<file path="src/rtl/huffman_pkg.sv">
// ---------------------------------------------------------------------------
// huffman_pkg
// Shared types and constants for the huffman frame scheduler.
//   state_t      : scheduler FSM states
//   NUM_REQ      : number of pixel sources sharing the core
//   SYM_MIN/MAX  : legal symbol range accepted by the huffman core
//   ERR_*        : bit positions inside the err vector
//   sym_legal()  : legal-symbol test used by the filter
// ---------------------------------------------------------------------------
package huffman_pkg;

    typedef enum logic [2:0] {
        CLEAR     = 3'd0,
        IDLE      = 3'd1,
        STREAM    = 3'd2,
        WAIT_CNT  = 3'd3,
        WAIT_CODE = 3'd4,
        DONE      = 3'd5
    } state_t;

    localparam int NUM_REQ = 2;

    localparam logic [7:0] SYM_MIN = 8'd1;
    localparam logic [7:0] SYM_MAX = 8'd6;

    localparam int ERR_ILLEGAL  = 0;
    localparam int ERR_OVERFLOW = 1;
    localparam int ERR_TIMEOUT  = 2;

    function automatic logic sym_legal(input logic [7:0] sym);
        return (sym >= SYM_MIN) && (sym <= SYM_MAX);
    endfunction

endpackage

</file>
<file path="src/rtl/huffman_rr_arb.sv">
// ---------------------------------------------------------------------------
// huffman_rr_arb
// Two-way round-robin arbiter (purely combinational).
//   req      in  2 : request levels
//   rr_ptr   in  1 : requester served most recently
//   rr_valid in  1 : rr_ptr is meaningful (a frame has completed since reset)
//   grant    out 2 : one-hot grant, zero when nothing is requested
// A single requester always wins. On a tie the requester not served last
// wins; before any frame has completed, requester 0 wins the tie.
// ---------------------------------------------------------------------------
module huffman_rr_arb
    import huffman_pkg::*;
(
    input  logic [NUM_REQ-1:0] req,
    input  logic               rr_ptr,
    input  logic               rr_valid,
    output logic [NUM_REQ-1:0] grant
);

    logic prio;

    // Requester that wins when both are asking.
    assign prio = rr_valid ? ~rr_ptr : 1'b0;

    always_comb begin
        grant = '0;
        case (req)
            2'b01:   grant = 2'b01;
            2'b10:   grant = 2'b10;
            2'b11:   grant = prio ? 2'b10 : 2'b01;
            default: grant = '0;
        endcase
    end

endmodule

</file>
<file path="src/rtl/huffman_sched.sv">
// ---------------------------------------------------------------------------
// huffman_sched
// Frame-level scheduler sharing one huffman core between two pixel sources.
// Grants whole frames round-robin, filters symbols onto the core input,
// follows the core's CNT_valid/code_valid progress, pulses done per frame
// and then re-clears the core through core_reset.
//
// Ports:
//   clk, reset_n       : clock (rising edge), asynchronous active-low reset
//   req[1:0]           : frame request levels
//   gnt[1:0]           : one-hot grant, registered, dropped for the done cycle
//   src_valid[1:0]     : symbol valid per source (used only while granted)
//   src_data0/1[7:0]   : symbols from source 0 / 1
//   src_last[1:0]      : final symbol of the frame, qualified by src_valid
//   core_reset         : active-high reset to the huffman core
//   core_gray_valid    : symbol strobe to the core (one cycle after accept)
//   core_gray_data     : symbol to the core
//   core_cnt_valid     : core CNT_valid
//   core_code_valid    : core code_valid
//   done, done_id      : one-cycle frame-complete pulse and served source
//   err[2:0]           : [0] illegal symbol, [1] overflow, [2] timeout
//
// Optional build macro HUFF_TIMEOUT_EN: adds a watchdog over the two core
// wait states that forces completion with err[2] after TIMEOUT_CYC cycles.
// Without it the scheduler waits on the core indefinitely and err[2] is 0.
// ---------------------------------------------------------------------------
module huffman_sched
    import huffman_pkg::*;
#(
    parameter int MAX_PIX     = 100,
    parameter int CLR_CYCLES  = 2,
    parameter int TIMEOUT_CYC = 1023
)(
    input  logic               clk,
    input  logic               reset_n,
    input  logic [NUM_REQ-1:0] req,
    output logic [NUM_REQ-1:0] gnt,
    input  logic [NUM_REQ-1:0] src_valid,
    input  logic [7:0]         src_data0,
    input  logic [7:0]         src_data1,
    input  logic [NUM_REQ-1:0] src_last,
    output logic               core_reset,
    output logic               core_gray_valid,
    output logic [7:0]         core_gray_data,
    input  logic               core_cnt_valid,
    input  logic               core_code_valid,
    output logic               done,
    output logic               done_id,
    output logic [2:0]         err
);

    localparam int CLR_W = $clog2(CLR_CYCLES + 1);

    state_t             state;
    state_t             next_state;
    logic [CLR_W-1:0]   clr_cnt;
    logic [7:0]         pix_cnt;
    logic [2:0]         err_r;
    logic [NUM_REQ-1:0] gnt_r;
    logic [NUM_REQ-1:0] arb_gnt;
    logic               served;
    logic               rr_ptr;
    logic               rr_valid;
    logic               vld_p1;
    logic [7:0]         gray_p1;

    logic               sel;
    logic               acc;
    logic [7:0]         sym;
    logic               is_last;
    logic               legal;
    logic               room;
    logic               fwd;
    logic [7:0]         pix_next;
    logic               clr_done;
    logic               wd_expired;
    logic               timeout_hit;

    huffman_rr_arb u_arb (
        .req      (req),
        .rr_ptr   (rr_ptr),
        .rr_valid (rr_valid),
        .grant    (arb_gnt)
    );

    // Symbol filter: the grant is one-hot, so gnt_r[1] selects the source.
    assign sel      = gnt_r[1];
    assign acc      = (state == STREAM) && |(gnt_r & src_valid);
    assign sym      = sel ? src_data1 : src_data0;
    assign is_last  = acc && (sel ? src_last[1] : src_last[0]);
    assign legal    = sym_legal(sym);
    assign room     = pix_cnt < 8'(MAX_PIX);
    assign fwd      = acc && legal && room;
    assign pix_next = pix_cnt + 8'(fwd);
    assign clr_done = clr_cnt == CLR_W'(CLR_CYCLES - 1);

`ifdef HUFF_TIMEOUT_EN
    localparam int WD_W = $clog2(TIMEOUT_CYC + 1);

    logic [WD_W-1:0] wd_cnt;
    logic            waiting;

    assign waiting    = (state == WAIT_CNT) || (state == WAIT_CODE);
    assign wd_expired = waiting && (wd_cnt == WD_W'(TIMEOUT_CYC - 1));

    // Restarts on every state change so each wait state gets a full budget.
    always_ff @(posedge clk or negedge reset_n) begin
        if (!reset_n) begin
            wd_cnt <= '0;
        end else if (next_state != state) begin
            wd_cnt <= '0;
        end else if (waiting) begin
            wd_cnt <= wd_cnt + WD_W'(1);
        end
    end
`else
    // No watchdog: the limit can never be reached.
    assign wd_expired = (TIMEOUT_CYC < 0);
`endif

    // A forced exit, as opposed to the core finishing in the same cycle.
    assign timeout_hit = wd_expired && (next_state == DONE) &&
                         !((state == WAIT_CODE) && core_code_valid);

    // State register
    always_ff @(posedge clk or negedge reset_n) begin
        if (!reset_n) begin
            state <= CLEAR;
        end else begin
            state <= next_state;
        end
    end

    // Next-state logic
    always_comb begin
        next_state = state;
        case (state)
            CLEAR:     if (clr_done) next_state = IDLE;
            IDLE:      if (|req) next_state = STREAM;
            STREAM: begin
                // An empty frame never makes the core raise CNT_valid.
                if (is_last) next_state = (pix_next != 8'd0) ? WAIT_CNT : DONE;
            end
            WAIT_CNT: begin
                if (core_cnt_valid)  next_state = WAIT_CODE;
                else if (wd_expired) next_state = DONE;
            end
            WAIT_CODE: begin
                if (core_code_valid || wd_expired) next_state = DONE;
            end
            DONE:      next_state = CLEAR;
            default:   next_state = CLEAR;
        endcase
    end

    // Outputs
    always_comb begin
        core_reset      = (state == CLEAR);
        done            = (state == DONE);
        done_id         = (state == DONE) ? served : 1'b0;
        err             = (state == DONE) ? err_r : 3'b000;
        gnt             = gnt_r;
        core_gray_valid = vld_p1;
        core_gray_data  = gray_p1;
    end

    // Counters, grant, error flags and the forwarding stage
    always_ff @(posedge clk or negedge reset_n) begin
        if (!reset_n) begin
            clr_cnt  <= '0;
            pix_cnt  <= '0;
            err_r    <= '0;
            gnt_r    <= '0;
            served   <= 1'b0;
            rr_ptr   <= 1'b0;
            rr_valid <= 1'b0;
            vld_p1   <= 1'b0;
            gray_p1  <= '0;
        end else begin
            clr_cnt <= (state == CLEAR && !clr_done) ? clr_cnt + CLR_W'(1) : '0;
            vld_p1  <= fwd;
            if (fwd) gray_p1 <= sym;

            case (state)
                IDLE: begin
                    if (next_state == STREAM) begin
                        gnt_r   <= arb_gnt;
                        served  <= arb_gnt[1];
                        pix_cnt <= '0;
                        err_r   <= '0;
                    end
                end
                STREAM: begin
                    pix_cnt <= pix_next;
                    if (acc && !legal)         err_r[ERR_ILLEGAL]  <= 1'b1;
                    if (acc && legal && !room) err_r[ERR_OVERFLOW] <= 1'b1;
                end
                WAIT_CNT, WAIT_CODE: begin
                    if (timeout_hit) err_r[ERR_TIMEOUT] <= 1'b1;
                end
                DONE: begin
                    rr_ptr   <= served;
                    rr_valid <= 1'b1;
                end
                default: ;
            endcase

            // Grant is released for the done cycle itself.
            if (next_state == DONE) gnt_r <= '0;
        end
    end

endmodule

</file>
<file path="config.mk">
export PLATFORM = sky130hd
export DESIGN_NAME = huffman_sched
export DESIGN_NICKNAME = d
export VERILOG_FILES = /design/src/rtl/huffman_pkg.sv /design/src/rtl/huffman_rr_arb.sv /design/src/rtl/huffman_sched.sv
export SDC_FILE = /design/constraint.sdc
export NUM_CORES = 1
export LEC_CHECK = 0
export BUFFER_PORTS_ARGS = -buffer_cell sky130_fd_sc_hd__buf_2
export CAP_MARGIN = 20
export CORE_UTILIZATION = 40
export DETAILED_ROUTE_END_ITERATION = 8
export HOLD_SLACK_MARGIN = 0.05
export PLACE_DENSITY_LB_ADDON = 0.2
export SYNTH_ARGS = -nofsm -noshare
export SYNTH_HDL_FRONTEND = slang
export SYNTH_HIERARCHICAL = 1
export SYNTH_SLANG_ARGS = --single-unit
</file>
<file path="constraint.sdc">
create_clock -name clk -period 4.3 [get_ports clk]
set_clock_uncertainty 0.05 [all_clocks]
set_input_delay 1.075 -clock clk [delete_from_list [all_inputs] [get_ports clk]]
set_output_delay 1.075 -clock clk [all_outputs]
set_load 0.03 [all_outputs]
</file>
==> impl_metrics.yaml <==
timing:
  tns_ns: 0
  setup_slack_ns: 0.702
  layout_min_cycle_time_ns: 3.60
  setup_viol: 0
  post-route-period-util: 0.837
  tightest_slew_ns: 0.928
  slew_viol_final: 0
  fmax_mhz: 278
  slew-limit-headroom: 0.380
  hold_ws_ns: 0.383
  hold_viol: 0
  rsz0062_at_grt: "false"
placed_design:
  post-dp-hpwl_um: 2390
  dp_slack_ns: 0.404
  place_congestion: 0.851
  placed_area_um2: 1800
  io_buffers: 41
setup_path:
  cp.required_ns: 4.40
  reg2regPathDepth: 10
  crit_path_end_kind: "flip-flop"
  r2r_start: "gnt[1]"
  r2r_slack_ns: 1.01
  crit_type: "input pin to flip-flop"
  cp.arrival_ns: 3.70
  rr_endpoint: "state[1]"
  path_max_fanout: 6
  start_kind: "input pin"
clocking:
  cts_inserted_buffers: 5
  cts.sinks: 29
  hold_buffers: 0
  htree_levels: 2
  clk_path_buf_depth: 2
  cts_tree: "built"
  post_cts_resized: 0
  clk_pin_slew_ns: 0.06
  clk_latency_ns: 0.27
  root_buffer: "clkbuf_8"
  postCtsSetupBuffers: 0
power:
  peakVddDrop_mv: 0.239
  cellPowerDensity_nw_per_um2: 498
  p_leak_uw: 0.000941
synth:
  synth_ff_type: "dfrtp_1"
  synth_nets: 189
  synth_cells: 160
  yosys_warnings: 6
  synth_cell_types: 45
  ys_async_sr_fraction: 1.00
  syn_area_um2: 1570
  synth_seq_cells: 29
  seq_area_frac_synth: 0.461
  synth_edf_count: 0
  syn_area_per_cell_um2: 9.84
min_path:
  hp-start: "clr_cnt[0]"
  hold_path_class: "flip-flop to flip-flop"
  hold_path_depth: 1
  whs_endpoint: "clr_cnt[0]"
routing:
  antenna_left: 0
  dr.first_iter.drc_count: 24
  wire_per_inst_um: 13.2
  via_per_inst: 5.29
  via_count: 1313
  routed_wl_um: 3280
  drc: 0
  dr.pass1.iters: 4
floorplan:
  rows: 22
  start_util: 0.424
  dieArea_um2: 4190
  die_w_um: 64.7
  io-pin-count: 43
  coreArea_um2: 3720
  die_h_um: 64.7
finish:
  layout_commonest_cell: "buf_2"
  nets: 228
  final_area_um2: 1900
  n_antenna_cell: 0
  drive_above_1_share: 0.325
  layout_common_cells: "buf_2 (41), dfrtp_1 (29), nor2_1 (17)"
  fill_cells: 349
  layout-area-overhead-vs-synth_pct: 20.6
global_routing:
  grt_pass1_vias: 1239
  grt_pass1_wl_um: 5490
  grt_usage: 0.177
  antenna_found_initial: 0
  grt-ovfl-total: 0
  grt_start_max_net_pins: 30
run_status:
  outcome: "finished, final reports clean"
run:
  drv_cap: 0
==> metrics by stage <==
step                       util  total power (uW)  std cells
after floorplan               -               631        160
after global placement    0.484               696        240
after detailed placement  0.484               706        240
after CTS                 0.511               959        248
after global routing      0.511              1020        248
final                     0.511               945        248
==> logic make-up after synthesis <==
kind of cell             count (synthesis)  synth area share
other                                    1           0.00238
AO/OA/AOI/OAI                           34             0.137
multiplexers                            11            0.0787
XOR/XNOR                                 3            0.0167
AND/OR/NAND/NOR                         66             0.242
buffers and inverters                   13            0.0390
adder cells (fa/ha/maj)                  3            0.0238
flip-flops                              29             0.461
==> synth_stat cells (3+ instances only) <==
cell type	count	area, um2
o21ai_0	14	70.1
nor3_1	5	25.0
inv_1	3	11.3
nor2_1	17	63.8
mux2_2	7	78.8
dfrtp_1	29	726
and2_1	3	18.8
a31oi_1	3	18.8
mux2i_1	3	30.0
nand2_1	13	48.8
clkbuf_1	7	26.3
a31o_2	3	26.3
nor4b_1	3	26.3
and2b_1	4	30.0
a21oi_1	5	25.0
and3_1	3	18.8
ha_1	3	37.5
==> metal layers <==
layer / wire length, um / global-route usage
met3: 181 / 0.0599
met4: 22 / 0.0750
met5: 0 / 0
met1: 1480 / 0.207
met2: 1590 / 0.293
==> worst max-delay path by stage <==
| stage | startpoint | endpoint | cells after the start |
|---|---|---|---|
| 2_1_floorplan | src_data1[7] | state[1] | 12 |
| 3_3_place_gp | src_data1[7] | state[1] | 12 |
| 3_5_place_dp | src_data1[7] | state[1] | 12 |
| 4_1_cts | src_data1[7] | state[1] | 12 |
| 5_1_grt | src_data1[7] | state[1] | 12 |
| 6_report | src_data1[7] | state[1] | 12 |
==> area by class of cell <==
class                   instances  area, um2  share of cell area
multi-input cells             118        787               0.415
flip-flops and latches         29        726               0.382
repair buffers                 42        213               0.112
clock buffers                   7       96.3              0.0508
well taps                      48       60.1              0.0316
inverters                       3       11.3             0.00593
clock inverters                 1       5.00             0.00264
==> state kept, by name, indices dropped and copies added (netlist names), 2 cells and up <==
register and cells:
clr_cnt 2, err_r 2, core_gray_data 8, pix_cnt 8, state 3, gnt 2
==> power by group <==
part | switching, uW | internal (uW) | total [uW]
combinational | 175 | 132 | 307
clock | 98.9 | 144 | 243
sequential | 63.0 | 331 | 394
total | 337 | 608 | 945
==> critical path, cell delays in order <==
cell	delay, ns
buf_2	0.10
nor4b_1	0.29
a22oi_1	0.10
a311o_1	0.35
nor4b_4	0.25
ha_1	0.21
ha_1	0.26
and3_1	0.30
xnor2_1	0.14
a31o_2	0.18
a31oi_1	0.07
or3_1	0.37
(Power assumes the default switching activity.)
